[src/rtl/serial_sub_pkg.sv]
`default_nettype none
// ==========================================================================
// serial_sub_pkg : shared state encoding and counter sizing, serial subtractor
// Revision 1.0
// ==========================================================================
package serial_sub_pkg;

  typedef enum logic [1:0] {
    S_IDLE = 2'd0,
    S_RUN  = 2'd1,
    S_DONE = 2'd2
  } state_t;

  // One spare bit keeps WIDTH=1 and powers of two on the same compare path.
  function automatic int cnt_width(input int w);
    return $clog2(w) + 1;
  endfunction

endpackage
`default_nettype wire

[src/rtl/Full_Subractor.sv]
`default_nettype none
// ==========================================================================
// Full_Subractor : one-bit full subtractor cell, Diff = a-b-c, Borrow out
// Revision 1.0
// ==========================================================================
module Full_Subractor (
  input  logic a,
  input  logic b,
  input  logic c,
  output logic Diff,
  output logic Borrow
);

  assign Diff   = a ^ b ^ c;
  assign Borrow = (~a & b) | (~(a ^ b) & c);

endmodule
`default_nettype wire

[src/rtl/serial_subtractor.sv]
`default_nettype none
// ==========================================================================
// serial_subtractor : bit-serial A-B-bin, LSB first, start/done handshake
// Revision 1.0
// ==========================================================================
module serial_subtractor
  import serial_sub_pkg::*;
#(
  parameter int WIDTH = 8
) (
  input  logic             clk,
  input  logic             rst_n,
  input  logic             start,
  input  logic [WIDTH-1:0] a_in,
  input  logic [WIDTH-1:0] b_in,
  input  logic             bin,
  output logic [WIDTH-1:0] diff,
  output logic             bout,
  output logic             busy,
  output logic             done
);

  localparam int CW = cnt_width(WIDTH);
  localparam logic [CW-1:0] LAST_CNT = CW'(WIDTH - 1);

  state_t           state_q;
  logic [WIDTH-1:0] sa_q;
  logic [WIDTH-1:0] sb_q;
  logic             brw_q;
  logic [CW-1:0]    cnt_q;
  logic [CW-1:0]    cnt_d;
  logic [WIDTH-1:0] diff_q;
  logic [WIDTH-1:0] diff_d;
  logic             bout_q;
  logic             busy_q;
  logic             done_q;
  logic             cell_diff;
  logic             cell_borrow;

  Full_Subractor u_cell (
    .a      (sa_q[0]),
    .b      (sb_q[0]),
    .c      (brw_q),
    .Diff   (cell_diff),
    .Borrow (cell_borrow)
  );

  assign cnt_d = cnt_q + CW'(1);

  // Result bits enter at the MSB so the LSB-first stream lands in place.
  generate
    if (WIDTH == 1) begin : g_diff_w1
      assign diff_d = cell_diff;
    end else begin : g_diff_wn
      assign diff_d = {cell_diff, diff_q[WIDTH-1:1]};
    end
  endgenerate

  always_ff @(posedge clk) begin
    if (!rst_n) begin
      state_q <= S_IDLE;
      sa_q    <= '0;
      sb_q    <= '0;
      brw_q   <= 1'b0;
      cnt_q   <= '0;
      diff_q  <= '0;
      bout_q  <= 1'b0;
      busy_q  <= 1'b0;
      done_q  <= 1'b0;
    end else begin
      case (state_q)
        S_RUN: begin
          diff_q <= diff_d;
          sa_q   <= sa_q >> 1;
          sb_q   <= sb_q >> 1;
          brw_q  <= cell_borrow;
          cnt_q  <= cnt_d;
          if (cnt_q == LAST_CNT) begin
            state_q <= S_DONE;
            bout_q  <= cell_borrow;
            done_q  <= 1'b1;
            busy_q  <= 1'b0;
          end
        end
        // IDLE, DONE and the unused encoding all behave as "ready to accept".
        default: begin
          done_q <= 1'b0;
          if (start) begin
            sa_q    <= a_in;
            sb_q    <= b_in;
            brw_q   <= bin;
            cnt_q   <= '0;
            diff_q  <= '0;
            busy_q  <= 1'b1;
            state_q <= S_RUN;
          end else begin
            state_q <= S_IDLE;
          end
        end
      endcase
    end
  end

  assign diff = diff_q;
  assign bout = bout_q;
  assign busy = busy_q;
  assign done = done_q;

endmodule
`default_nettype wire
[config.mk]
export PLATFORM = sky130hd
export DESIGN_NAME = serial_subtractor
export DESIGN_NICKNAME = d
export VERILOG_FILES = /design/src/rtl/serial_sub_pkg.sv /design/src/rtl/Full_Subractor.sv /design/src/rtl/serial_subtractor.sv
export SDC_FILE = /design/constraint.sdc
export NUM_CORES = 1
export LEC_CHECK = 0
export BUFFER_PORTS_ARGS = -buffer_cell sky130_fd_sc_hd__buf_2
export CAP_MARGIN = 20
export CORE_ASPECT_RATIO = 0.7
export CORE_UTILIZATION = 48
export CTS_BUF_LIST = sky130_fd_sc_hd__clkbuf_16
export DETAILED_ROUTE_END_ITERATION = 8
export PLACE_DENSITY_LB_ADDON = 0.3
export SLEW_MARGIN = 20
export SYNTH_ARGS = -nofsm -noshare
export SYNTH_HDL_FRONTEND = slang
export SYNTH_SLANG_ARGS = --single-unit
[constraint.sdc]
create_clock -name clk -period 1.1 [get_ports clk]
set_clock_uncertainty 0.05 [all_clocks]
set_input_delay 0 -clock clk [delete_from_list [all_inputs] [get_ports clk]]
set_output_delay 0 -clock clk [all_outputs]
set_load 0.05 [all_outputs]
[Word level (Yosys, flattened, before mapping)]
Cells that the tools add are included.
Word-level totals
  register bits after elaboration: 34
  bits of input ports: 20
  word-level logic and storage cells: 44
Cells by class
  $add $sub $neg: 1
  equality and inequality tests: 3
  multiplexer cells: 16
  bitwise gates (word level): 8
  reductions and logical operators: 5
Operators by type and width (number)
  $mux 7: 4
  $mux 8: 2
  $mux 4: 2
  $mux 1: 6
  $reduce_and 2->1: 3
  $add 4x1->4 const B: 1
  $eq 4x3->1 const B: 1
  $mux 2: 2
  $not 1->1: 3
  $and 1x1->1: 2
  $eq 2x1->1 const B: 1
  $ne 2x2->1 const B: 1
  $reduce_bool 2->1: 1
  $reduce_or 2->1: 1
  $xor 1x1->1: 2
  $or 1x1->1: 1

[Depth between registers and ports, before layout]
Gate-level depths: netlist of run 1.
  word-level depth: 5
  mapped depth: 5
  gate-level depth less buffers: 4

[Hierarchy]
From an unflattened synthesis of run 1, not the netlist that was laid out.
Second synthesis, totals
  cell total of the unflattened synthesis: 155
  area, all modules: 1461.4 um2
By module, submodules not included
  serial_subtractor: times used 1, cells each 151, area an instance 1430.1 um2, seq. area each 680.7 um2
  Full_Subractor: times used 1, cells each 4, area an instance 31.3 um2, seq. area each 0.0 um2

[Worst setup path after synthesis of run 1]
OpenSTA, ideal clock, no wires.
  path type: reg2reg
  start point: register cnt_q[0]
  end point: register bout_q (netlist: bout)
  setup time: 86 ps
  data arrival time: 1083 ps
  slack: -119 ps
  cell stages (with the launch flop): 5
  buffers on the path: 0
  period minus slack after synthesis: 1219 ps
  path through: dfxtp_1 > ha_1 > and3b_1 > and2_1 > a211oi_1
Between the ends
  longest elaborated chain between the ends: 2
RTL lines
  from (decl): line serial_subtractor.sv:30  | logic [CW-1:0] cnt_q;
  from (signal assigned): line serial_subtractor.sv:77  | cnt_q <= cnt_d;
  $eq 4x3->1: line serial_subtractor.sv:78  | if (cnt_q == LAST_CNT) begin
  $reduce_and 2->1 (no line)
  to (signal assigned): line serial_subtractor.sv:80  | bout_q <= cell_borrow;
  to (decl): line serial_subtractor.sv:34  | logic bout_q;
No other way between the ends.
A chain may end at the register's enable or synchronous reset.

[Worst setup path after layout of run 1]
  start point: register state_q[1]
  end point: register cnt_q[2]
Between the ends
  longest elaborated chain between the ends: 2
  elaborated cells between the ends (all ways): 3
  classes of those cells: eq/ne: 1; mux: 1; reduce/logical: 1
RTL lines
  from (decl): line serial_subtractor.sv:26  | state_t state_q;
  from (signal assigned): line serial_subtractor.sv:61  | state_q <= S_IDLE;
  from (signal assigned): line serial_subtractor.sv:79  | state_q <= S_DONE;
  from (signal assigned): line serial_subtractor.sv:95  | state_q <= S_RUN;
  $eq 2x1->1 *: line serial_subtractor.sv:71  | case (state_q)
  $mux 4 or $reduce_bool 2->1 (tied branches)
Every way passes the cells marked *; elsewhere a longest branch is shown, timed or not.

==> results of run 1 <==
==> area by class of cell <==
cell class | instances | area, um2 | share of cell area [%]
tap | 36 | 45.04 | 2.251
clock inverter | 3 | 11.26 | 0.5629
clock buffer | 5 | 125.1 | 6.254
sequential | 34 | 688.2 | 34.40
multi-input combinational | 105 | 777.0 | 38.84
inverter | 3 | 11.26 | 0.5629
timing repair buffer | 49 | 342.8 | 17.14
==> Yosys cell counts, drive strengths merged <==
cell,instances,area [um2]
nor4,1,6.260
fa,1,20.02
a21oi,11,55.05
buf,11,83.83
nor3,2,10.01
inv,3,11.26
dfxtp,34,680.7
o21a,1,7.510
a211o,1,8.760
mux2,1,15.01
and2,1,6.260
nand2b,1,6.260
and3,1,6.260
o211a,2,20.02
nand3b,9,67.56
and3b,1,8.760
nand3,2,10.01
o21ai,2,10.01
a211oi,16,125.1
o211ai,1,7.510
clkbuf,3,11.26
ha,1,12.51
nand2,14,52.55
nor3b,1,7.510
nor2,19,71.32
nor2b,1,13.76
mux2i,15,150.1
==> how the worst max path moves through the flow <==
stage                from       end  depth (start not counted)
2_1_floorplan  state_q[0]  cnt_q[2]                          4
3_3_place_gp   state_q[1]   sb_q[6]                          4
3_5_place_dp   state_q[1]   sa_q[6]                          4
4_1_cts        state_q[1]  cnt_q[2]                          4
5_1_grt        state_q[1]  cnt_q[2]                          5
6_report       state_q[1]  cnt_q[2]                          4
==> repair_timing <==
| action | 4_1_cts | 5_1_grt |
|---|---|---|
| endpoints found under the hold margin | 4 | 0 |
| resized for setup | 12 | 12 |
| setup endpoints to repair | 32 | 29 |
| pin swaps | 2 | 10 |
| hold buffers | 4 | 0 |
==> placed cells by master (no fill, tap or decap), drive strengths merged, types with 2 or more instances in the layout <==
cell,instances
a211oi,16
a21oi,11
buf,45
clkbuf,5
clkinv,3
dfxtp,34
dlygate4sd3,4
inv,3
mux2i,15
nand2,14
nand3,2
nand3b,9
nor2,19
nor3,2
o211a,2
o21ai,2
==> critical path, delay by kind of cell (launching register included) <==
| kind | cells | cell delay [ns] |
|---|---|---|
| compound gates | 1 | 0.19 |
| buf+inv | 1 | 0.11 |
| flops | 1 | 0.32 |
| mux | 1 | 0.32 |
| simple gates | 1 | 0.15 |
==> through the flow <==
stage                     util, %  worst slack [ns]  instances  hold WS (ns)  power, uW
after floorplan                 -          -0.01516        156       0.09721       1615
after global placement      60.31           -0.1215        223        0.1944       1707
after detailed placement    60.31           -0.1993        223        0.1977       1727
after CTS                   68.01           -0.1193        235      0.003271       3042
after global routing        69.89           -0.1614        235       0.01035       3181
final                       69.89           -0.1152        235       0.01277       3059
==> cells by family (layout without fill, tap and decap cells) <==
logic type / after synthesis / in the layout / share of synthesized area [%]
AO/OA/AOI/OAI: 34 / 34 / 15.75
AND/OR/NAND/NOR: 53 / 53 / 17.95
multiplexers: 16 / 16 / 11.12
flip-flops: 34 / 34 / 45.83
adder cells (fa/ha/maj): 2 / 2 / 2.190
buffers and inverters: 17 / 60 / 7.161
==> flip-flops by register name (all words and copies together), names as in the netlist <==
name and count:
bout 1, brw_q 1, busy 1, cnt_q 4, diff 8, done 1
sa_q 8, sb_q 8, state_q 2
==> power groups by stage <==
| stage | Clock, uW | Sequential (uW) | Combinational (uW) |
|---|---|---|---|
| after floorplan | 0 | 1380 | 236 |
| after global placement | 0 | 1360 | 347 |
| after detailed placement | 0 | 1360 | 364 |
| after CTS | 1300 | 1340 | 394 |
| after global routing | 1360 | 1350 | 468 |
| final | 1280 | 1340 | 430 |
==> per-layer routing <==
layer / global-route usage [%] / vias to the layer above
li1: - / 633
met3: 6.368 / 6
met5: 0 / -
met2: 36.76 / 31
met1: 28.36 / 590
met4: 6.250 / 0
==> impl_metrics.env, run 1 <==
export IMPL_outcome="complete, but fails checks"
export IMPL_failed_checks="negative setup slack"
export IMPL_drt_iter0_markers=47
export IMPL_gp_congestion=0.7714
export IMPL_cpPeakStageDelay_ns=0.32
export IMPL_worst_path_max_delay_cell="dfxtp_2"
export IMPL_setup_viol=6
export IMPL_p_leak_uw=0.0008753
export IMPL_antenna_found_initial=0
export IMPL_power_share_clock_pct=42.0
export IMPL_hp_start="rst_n"
export IMPL_fmax_mhz=822.9
export IMPL_num_antenna_cells=0
export IMPL_ys_ff_latch=34
export IMPL_rsz0062_at_grt="yes"
export IMPL_synth_distinct_cells=31
export IMPL_synth_nets=178
export IMPL_reg2reg_from="state_q[1]"
export IMPL_grtUsageTotal_pct=22.48
export IMPL_period_needed_ns=1.215
export IMPL_hold_viol=0
export IMPL_syn2layout_area_growth_pct=34.71
export IMPL_crit_path_end_kind="flip-flop"
export IMPL_htree_levels=2
export IMPL_routedWlPerCell_um=14.77
export IMPL_switchingPower_uw=740.9
export IMPL_crit_arrival_ns=1.36
export IMPL_min_path_cells=2
export IMPL_cts_root_buf="clkbuf_16"
export IMPL_syn_area_per_cell_um2=9.520
export IMPL_final_net_count=220
export IMPL_r2r_cells=4
export IMPL_max_slew_margin_rel_pct=74.47
export IMPL_fp_dieArea_um2=3324
export IMPL_drv_cap=0
export IMPL_grt_max_degree=18
export IMPL_worst_skew_pair_late_latency_ns=0.27
export IMPL_initial_core_util_pct=51.88
export IMPL_wl_met3_um=152
export IMPL_r2r_end="cnt_q[2]"
export IMPL_firstDrtPassIters=4
export IMPL_m1WireLength_um=1549
export IMPL_cts_buffers=5
export IMPL_fin_setup_tns_ns=-0.4013
export IMPL_timing_final_crit_share_pct=110.5
export IMPL_hpwlAfterDp_um=2275
export IMPL_synth_area_um2=1485
export IMPL_crit_required_ns=1.24
export IMPL_rows=16
export IMPL_cts_sinks=34
export IMPL_fin_area_um2=2001
export IMPL_layout_setup_ws_ns=-0.1152
export IMPL_cts_tree="yes"
export IMPL_drv_slew=0
export IMPL_highest_layer="met4"
export IMPL_grt_overflow=0
export IMPL_postRouteWirelength_um=3470
export IMPL_swShare_pct=24.22
export IMPL_hold_path_endpoint="state_q[1]"
export IMPL_drc=0
export IMPL_cts_max_path_buffers=2
export IMPL_synth_cells=156
export IMPL_wl_met2_um=1733
export IMPL_yosysWarnings=0
export IMPL_vdd_drop_max_uv=1142
export IMPL_clkTransAtPathRegs_ns=0.05
export IMPL_post_dp_cell_area_um2=1727
export IMPL_holdCritPathClass="input pin to flip-flop"
export IMPL_core_area_um2=2863
export IMPL_regToRegSetupSlack_ns=-0.12
export IMPL_ios=31
export IMPL_critical_path_cell_chain="buf_6 > nor2b_4 > mux2_4 > a211oi_2"
export IMPL_port_buffers=30
export IMPL_worstSetupPathType="flip-flop to flip-flop"
export IMPL_intPower_uw=2318
export IMPL_die_h_um=48.54
export IMPL_num_fill_cells=234
export IMPL_drive_gt1_share_pct=38.69
export IMPL_powerDensity_nw_per_um2=1529
export IMPL_post_cts_repair_setup_buffers=0
export IMPL_crit_path_max_fanout=4
export IMPL_grt_pass1_vias=1221
export IMPL_cp_start_kind="flip-flop"
export IMPL_pwr_share_comb_pct=14.0
export IMPL_die_width_um=68.49
export IMPL_via_per_inst=5.362
export IMPL_yosysSeqAreaShare_pct=45.83
export IMPL_drtAntennaViolNets=0
export IMPL_grt_pass1_wl_um=5533
export IMPL_via_count=1260
export IMPL_seqPwrFrac_pct=44.0
export IMPL_worstMarginPinSlew_ns=0.3823
No activity file was read; power rests on OpenSTA's default activity.
==> run 2, diff against run 1 <==
Settings changed: CELL_PAD_IN_SITES_DETAIL_PLACEMENT from default to 0, CELL_PAD_IN_SITES_GLOBAL_PLACEMENT from default to 1, CORE_UTILIZATION 48 to 36.
==> impl_metrics.env, run 2 (synthesis results as in run 1) <==
export IMPL_die_width_um=78.77
export IMPL_worstSetupPathType="flip-flop to flip-flop"
export IMPL_worst_path_max_delay_cell="dfxtp_2"
export IMPL_cts_root_buf="clkbuf_16"
export IMPL_final_cells=258
export IMPL_power_share_clock_pct=40.6
export IMPL_postRouteWirelength_um=3753
export IMPL_num_antenna_cells=0
export IMPL_layout_setup_ws_ns=-0.09707
export IMPL_crit_arrival_ns=1.34
export IMPL_core_area_um2=3946
export IMPL_initial_core_util_pct=37.63
export IMPL_critical_path_cell_chain="ha_4 > and3b_2 > and2_4 > a211oi_2"
export IMPL_fin_area_um2=2262
export IMPL_fmax_mhz=835.4
export IMPL_top_usage_layer="met2"
export IMPL_failed_checks="negative setup slack"
export IMPL_antenna_found_initial=0
export IMPL_rows=19
export IMPL_fp_dieArea_um2=4391
export IMPL_crit_path_end_kind="flip-flop"
export IMPL_powerDensity_nw_per_um2=1385
export IMPL_placed_cells=238
export IMPL_firstDrtPassIters=4
export IMPL_final_net_count=229
export IMPL_grtUsageMet1_pct=21.95
export IMPL_drt_iter0_markers=77
export IMPL_holdCritPathClass="input pin to flip-flop"
export IMPL_syn2layout_area_growth_pct=52.32
export IMPL_grt_max_degree=19
export IMPL_cts_tree="yes"
export IMPL_via_per_inst=5.101
export IMPL_crit_required_ns=1.24
export IMPL_period_needed_ns=1.197
export IMPL_switchingPower_uw=766.8
export IMPL_drtAntennaViolNets=0
export IMPL_ios=31
export IMPL_htree_levels=2
export IMPL_grt_overflow=0
export IMPL_pwr_share_comb_pct=16.4
export IMPL_routedWlPerCell_um=14.55
export IMPL_grt_use_met2_pct=27.45
export IMPL_clkTransAtPathRegs_ns=0.05
export IMPL_via_count=1316
export IMPL_port_buffers=30
export IMPL_finalPower_uw=3132
export IMPL_cts_buffers=5
export IMPL_crit_path_max_fanout=4
export IMPL_grtUsageTotal_pct=17.24
export IMPL_post_dp_cell_area_um2=1764
export IMPL_cp_start_kind="flip-flop"
export IMPL_fin_setup_tns_ns=-0.8301
export IMPL_seqPwrFrac_pct=43.0
export IMPL_max_slew_margin_rel_pct=79.49
export IMPL_cts_sinks=34
export IMPL_drc=0
export IMPL_setup_viol=17
export IMPL_p_leak_uw=0.001045
export IMPL_vdd_drop_max_uv=732.5
export IMPL_cts_max_path_buffers=2
export IMPL_drv_slew=0
export IMPL_grt_pass1_vias=1294
export IMPL_num_fill_cells=362
export IMPL_layout_common_cells="buf_2, dfxtp_1, mux2i_1, nor2_1, buf_4"
export IMPL_timing_final_crit_share_pct=108.8
export IMPL_drv_cap=0
export IMPL_gp_congestion=0.7980
export IMPL_intPower_uw=2366
export IMPL_hold_viol=0
export IMPL_worstMarginPinSlew_ns=0.3072
export IMPL_outcome="complete, but fails checks"
export IMPL_hpwlAfterDp_um=2317
export IMPL_grt_met3_usage_pct=4.918
export IMPL_rsz0062_at_grt="yes"
export IMPL_worst_skew_pair_late_latency_ns=0.27
export IMPL_final_common_cell="buf_2"
export IMPL_grt_pass1_wl_um=5747
export IMPL_cpPeakStageDelay_ns=0.33
export IMPL_drive_gt1_share_pct=52.43
export IMPL_swShare_pct=24.48
export IMPL_die_h_um=55.74
run 2: final timing paths:
| kind | from | end | slack, ns | cells after the start |
|---|---|---|---|---|
| max | cnt_q[0] | bout | -0.1 | 4 |
| min | rst_n | state_q[0] | 0.001 | 3 |
| max reg2reg | cnt_q[0] | bout | -0.1 | 4 |
| min reg2reg | busy | busy | 0.42 | 2 |
run 2: final cells by class:
class | instances | area, um2 | area share, %
clock buffers | 5 | 125.1 | 5.531
well taps | 52 | 65.06 | 2.876
flip-flops and latches | 34 | 689.4 | 30.48
inverters | 3 | 11.26 | 0.4978
repair buffers | 58 | 484.2 | 21.40
clock inverters | 1 | 3.754 | 0.1659
multi-input cells | 105 | 883.3 | 39.05
run 2: worst max-delay path, delay by kind of cell, from the launching register on:
family,cells,cell delay (ns)
AO/OA/AOI/OAI,1,0.19
adder cells (fa/ha/maj),1,0.16
flip-flops,1,0.33
AND/OR/NAND/NOR,2,0.39
run 2: through the flow:
step	setup slack (ns)	utilization (%)	hold slack (ns)
after floorplan	-0.01516	-	0.09721
after global placement	-0.1018	44.71	0.1969
after detailed placement	-0.1609	44.71	0.1968
after CTS	-0.1322	52.54	0.007774
after global routing	-0.1335	57.32	0.01322
final	-0.09707	57.32	0.001324
run 2: what timing repair did:
item                                   CTS  global route
buffers inserted                         7             1
endpoints found under the hold margin    3             0
setup endpoints to repair               34            26
hold buffers                             3             0
resized for setup                       27            28
pin swaps                               13            24
gates cloned                             0             3
run 2: power groups by stage:
| stage | sequential [uW] | clock (uW) | combinational (uW) |
|---|---|---|---|
| detailed placement | 1360 | 0 | 373 |
| CTS | 1340 | 1290 | 432 |
| global route | 1350 | 1360 | 556 |
| global placement | 1360 | 0 | 365 |
| floorplan | 1380 | 0 | 236 |
| finish | 1350 | 1270 | 515 |
run 2: per-layer routing:
metal,up-vias,wire [um]
li1,650,-
met1,639,1818
met2,21,1752
met3,6,129
met4,0,52
met5,-,0
==> run 3, diff against run 2 <==
--- a/config.mk
+++ b/config.mk
@@ -8,3 +8,3 @@
 export BUFFER_PORTS_ARGS = -buffer_cell sky130_fd_sc_hd__buf_2
-export CAP_MARGIN = 20
+export CAP_MARGIN = 0
 export CELL_PAD_IN_SITES_DETAIL_PLACEMENT = 0
==> constraint.sdc (replaced) <==
create_clock -name clk -period 1.1 [get_ports clk]
set_clock_uncertainty 0.05 [all_clocks]
set_input_delay 0.055 -clock clk [delete_from_list [all_inputs] [get_ports clk]]
set_output_delay 0.055 -clock clk [all_outputs]
set_load 0.05 [all_outputs]
==> impl_metrics.env, run 3 (synthesis results as in run 1) <==
export IMPL_outcome="complete, but fails checks"
export IMPL_failed_checks="negative setup slack"
export IMPL_reg2reg_from="state_q[1]"
export IMPL_layout_setup_ws_ns=-0.07834
export IMPL_cts_buffers=5
export IMPL_fin_setup_tns_ns=-0.5891
export IMPL_num_antenna_cells=0
export IMPL_final_common_cell="buf_2"
export IMPL_crit_path_max_fanout=3
export IMPL_hold_viol=0
export IMPL_dp_slack_ns=-0.1418
export IMPL_cts_tree="yes"
export IMPL_htree_levels=2
export IMPL_crit_path_end_kind="flip-flop"
export IMPL_layout_common_cells="buf_2, dfxtp_1, mux2i_1"
export IMPL_drt_iter0_markers=39
export IMPL_firstDrtPassIters=4
export IMPL_grt_overflow=0
export IMPL_drc=0
export IMPL_antenna_found_initial=0
export IMPL_fp_dieArea_um2=4391
export IMPL_vdd_drop_max_uv=822.7
export IMPL_period_needed_ns=1.178
export IMPL_worstMarginPinSlew_ns=0.3302
export IMPL_drtAntennaViolNets=0
export IMPL_gp_congestion=0.7625
export IMPL_cp_start_kind="flip-flop"
export IMPL_core_area_um2=3946
export IMPL_cts_root_buf="clkbuf_16"
export IMPL_die_width_um=78.77
export IMPL_worstSetupPathType="flip-flop to flip-flop"
export IMPL_final_cells=258
export IMPL_grt_pass1_wl_um=5506
export IMPL_powerDensity_nw_per_um2=1441
export IMPL_rows=19
export IMPL_regToRegSetupSlack_ns=-0.08
export IMPL_drv_slew=0
export IMPL_timing_final_crit_share_pct=107.1
export IMPL_drive_gt1_share_pct=48.06
export IMPL_max_slew_margin_rel_pct=77.95
export IMPL_grt_pass1_vias=1233
export IMPL_initial_core_util_pct=37.63
export IMPL_port_buffers=30
export IMPL_hpwlAfterDp_um=2218
export IMPL_cts_sinks=34
export IMPL_crit_arrival_ns=1.33
export IMPL_hold_ws_ns=0.07429
export IMPL_crit_required_ns=1.25
export IMPL_via_per_inst=4.996
export IMPL_worst_skew_pair_late_latency_ns=0.27
export IMPL_clkTransAtPathRegs_ns=0.05
export IMPL_critPathCapture="cnt_q[2]"
export IMPL_worstSetupStartpoint="state_q[1]"
export IMPL_r2r_end="cnt_q[2]"
export IMPL_grt_max_degree=19
export IMPL_placed_cells=239
export IMPL_syn2layout_area_growth_pct=46.59
export IMPL_p_leak_uw=0.0009569
export IMPL_post_dp_cell_area_um2=1772
export IMPL_rsz0062_at_grt="yes"
export IMPL_fin_area_um2=2177
export IMPL_fmax_mhz=848.7
export IMPL_postRouteWirelength_um=3583
export IMPL_grtUsageTotal_pct=16.54
export IMPL_r2r_cells=4
export IMPL_ios=31
export IMPL_drv_cap=0
export IMPL_routedWlPerCell_um=13.89
export IMPL_holdCritPathClass="input pin to flip-flop"
export IMPL_cts_max_path_buffers=2
export IMPL_setup_viol=16
export IMPL_via_count=1289
export IMPL_die_h_um=55.74
export IMPL_final_net_count=227
run 3: worst min-delay path by stage:
stage / cells after the start / slack [ns] / start / to
after detailed placement: 3 / 0.26 / a_in[7] / sa_q[7]
after floorplan: 2 / 0.15 / a_in[7] / sa_q[7]
after global placement: 3 / 0.25 / a_in[7] / sa_q[7]
after CTS: 3 / 0.07 / b_in[3] / sb_q[3]
final: 3 / 0.07 / a_in[4] / sa_q[4]
after global routing: 3 / 0.08 / a_in[3] / sa_q[3]
run 3: where the power goes:
group	leakage, uW	switching, uW	internal [uW]	total [uW]
clock network	0.0000724	494	817	1310
logic	0.000603	232	247	480
registers	0.000281	44.4	1300	1350
total	0.000957	771	2370	3140
run 3: repair_timing:
action,4_1_cts,5_1_grt
pin swaps,3,18
cloned,0,3
hold buffers,2,0
endpoints found under the hold margin,2,0
buffers inserted,3,3
endpoints found under the setup margin,32,26
gates resized for setup,13,24
run 3: final cells by class:
cell class              instances  area [um2]
repair buffers                 56       462.9
multi-input cells             105       810.8
fillers                       383        1769
well taps                      52       65.06
clock buffers                   5       125.1
clock inverters                 3       12.51
flip-flops and latches         34       689.4
inverters                       3       11.26
run 3: critical path, cell delays in order (launching register included):
cell and delay [ns]:
dfxtp_2 0.32, buf_6 0.11, nor2b_4 0.14, mux2_4 0.31, a211oi_2 0.16
run 3: routing by layer:
| metal | routed length (um) | GRT usage [%] |
|---|---|---|
| met5 | 0 | 0 |
| met4 | 51 | 7.937 |
| met3 | 128 | 5.410 |
| met2 | 1621 | 25.22 |
| met1 | 1783 | 21.03 |
run 3: stage by stage:
stage / util [%] / power [uW]
after global placement: 44.90 / 1729
final: 55.17 / 3138
after global routing: 55.17 / 3270
after CTS: 50.60 / 3087
after floorplan: - / 1615
after detailed placement: 44.90 / 1737
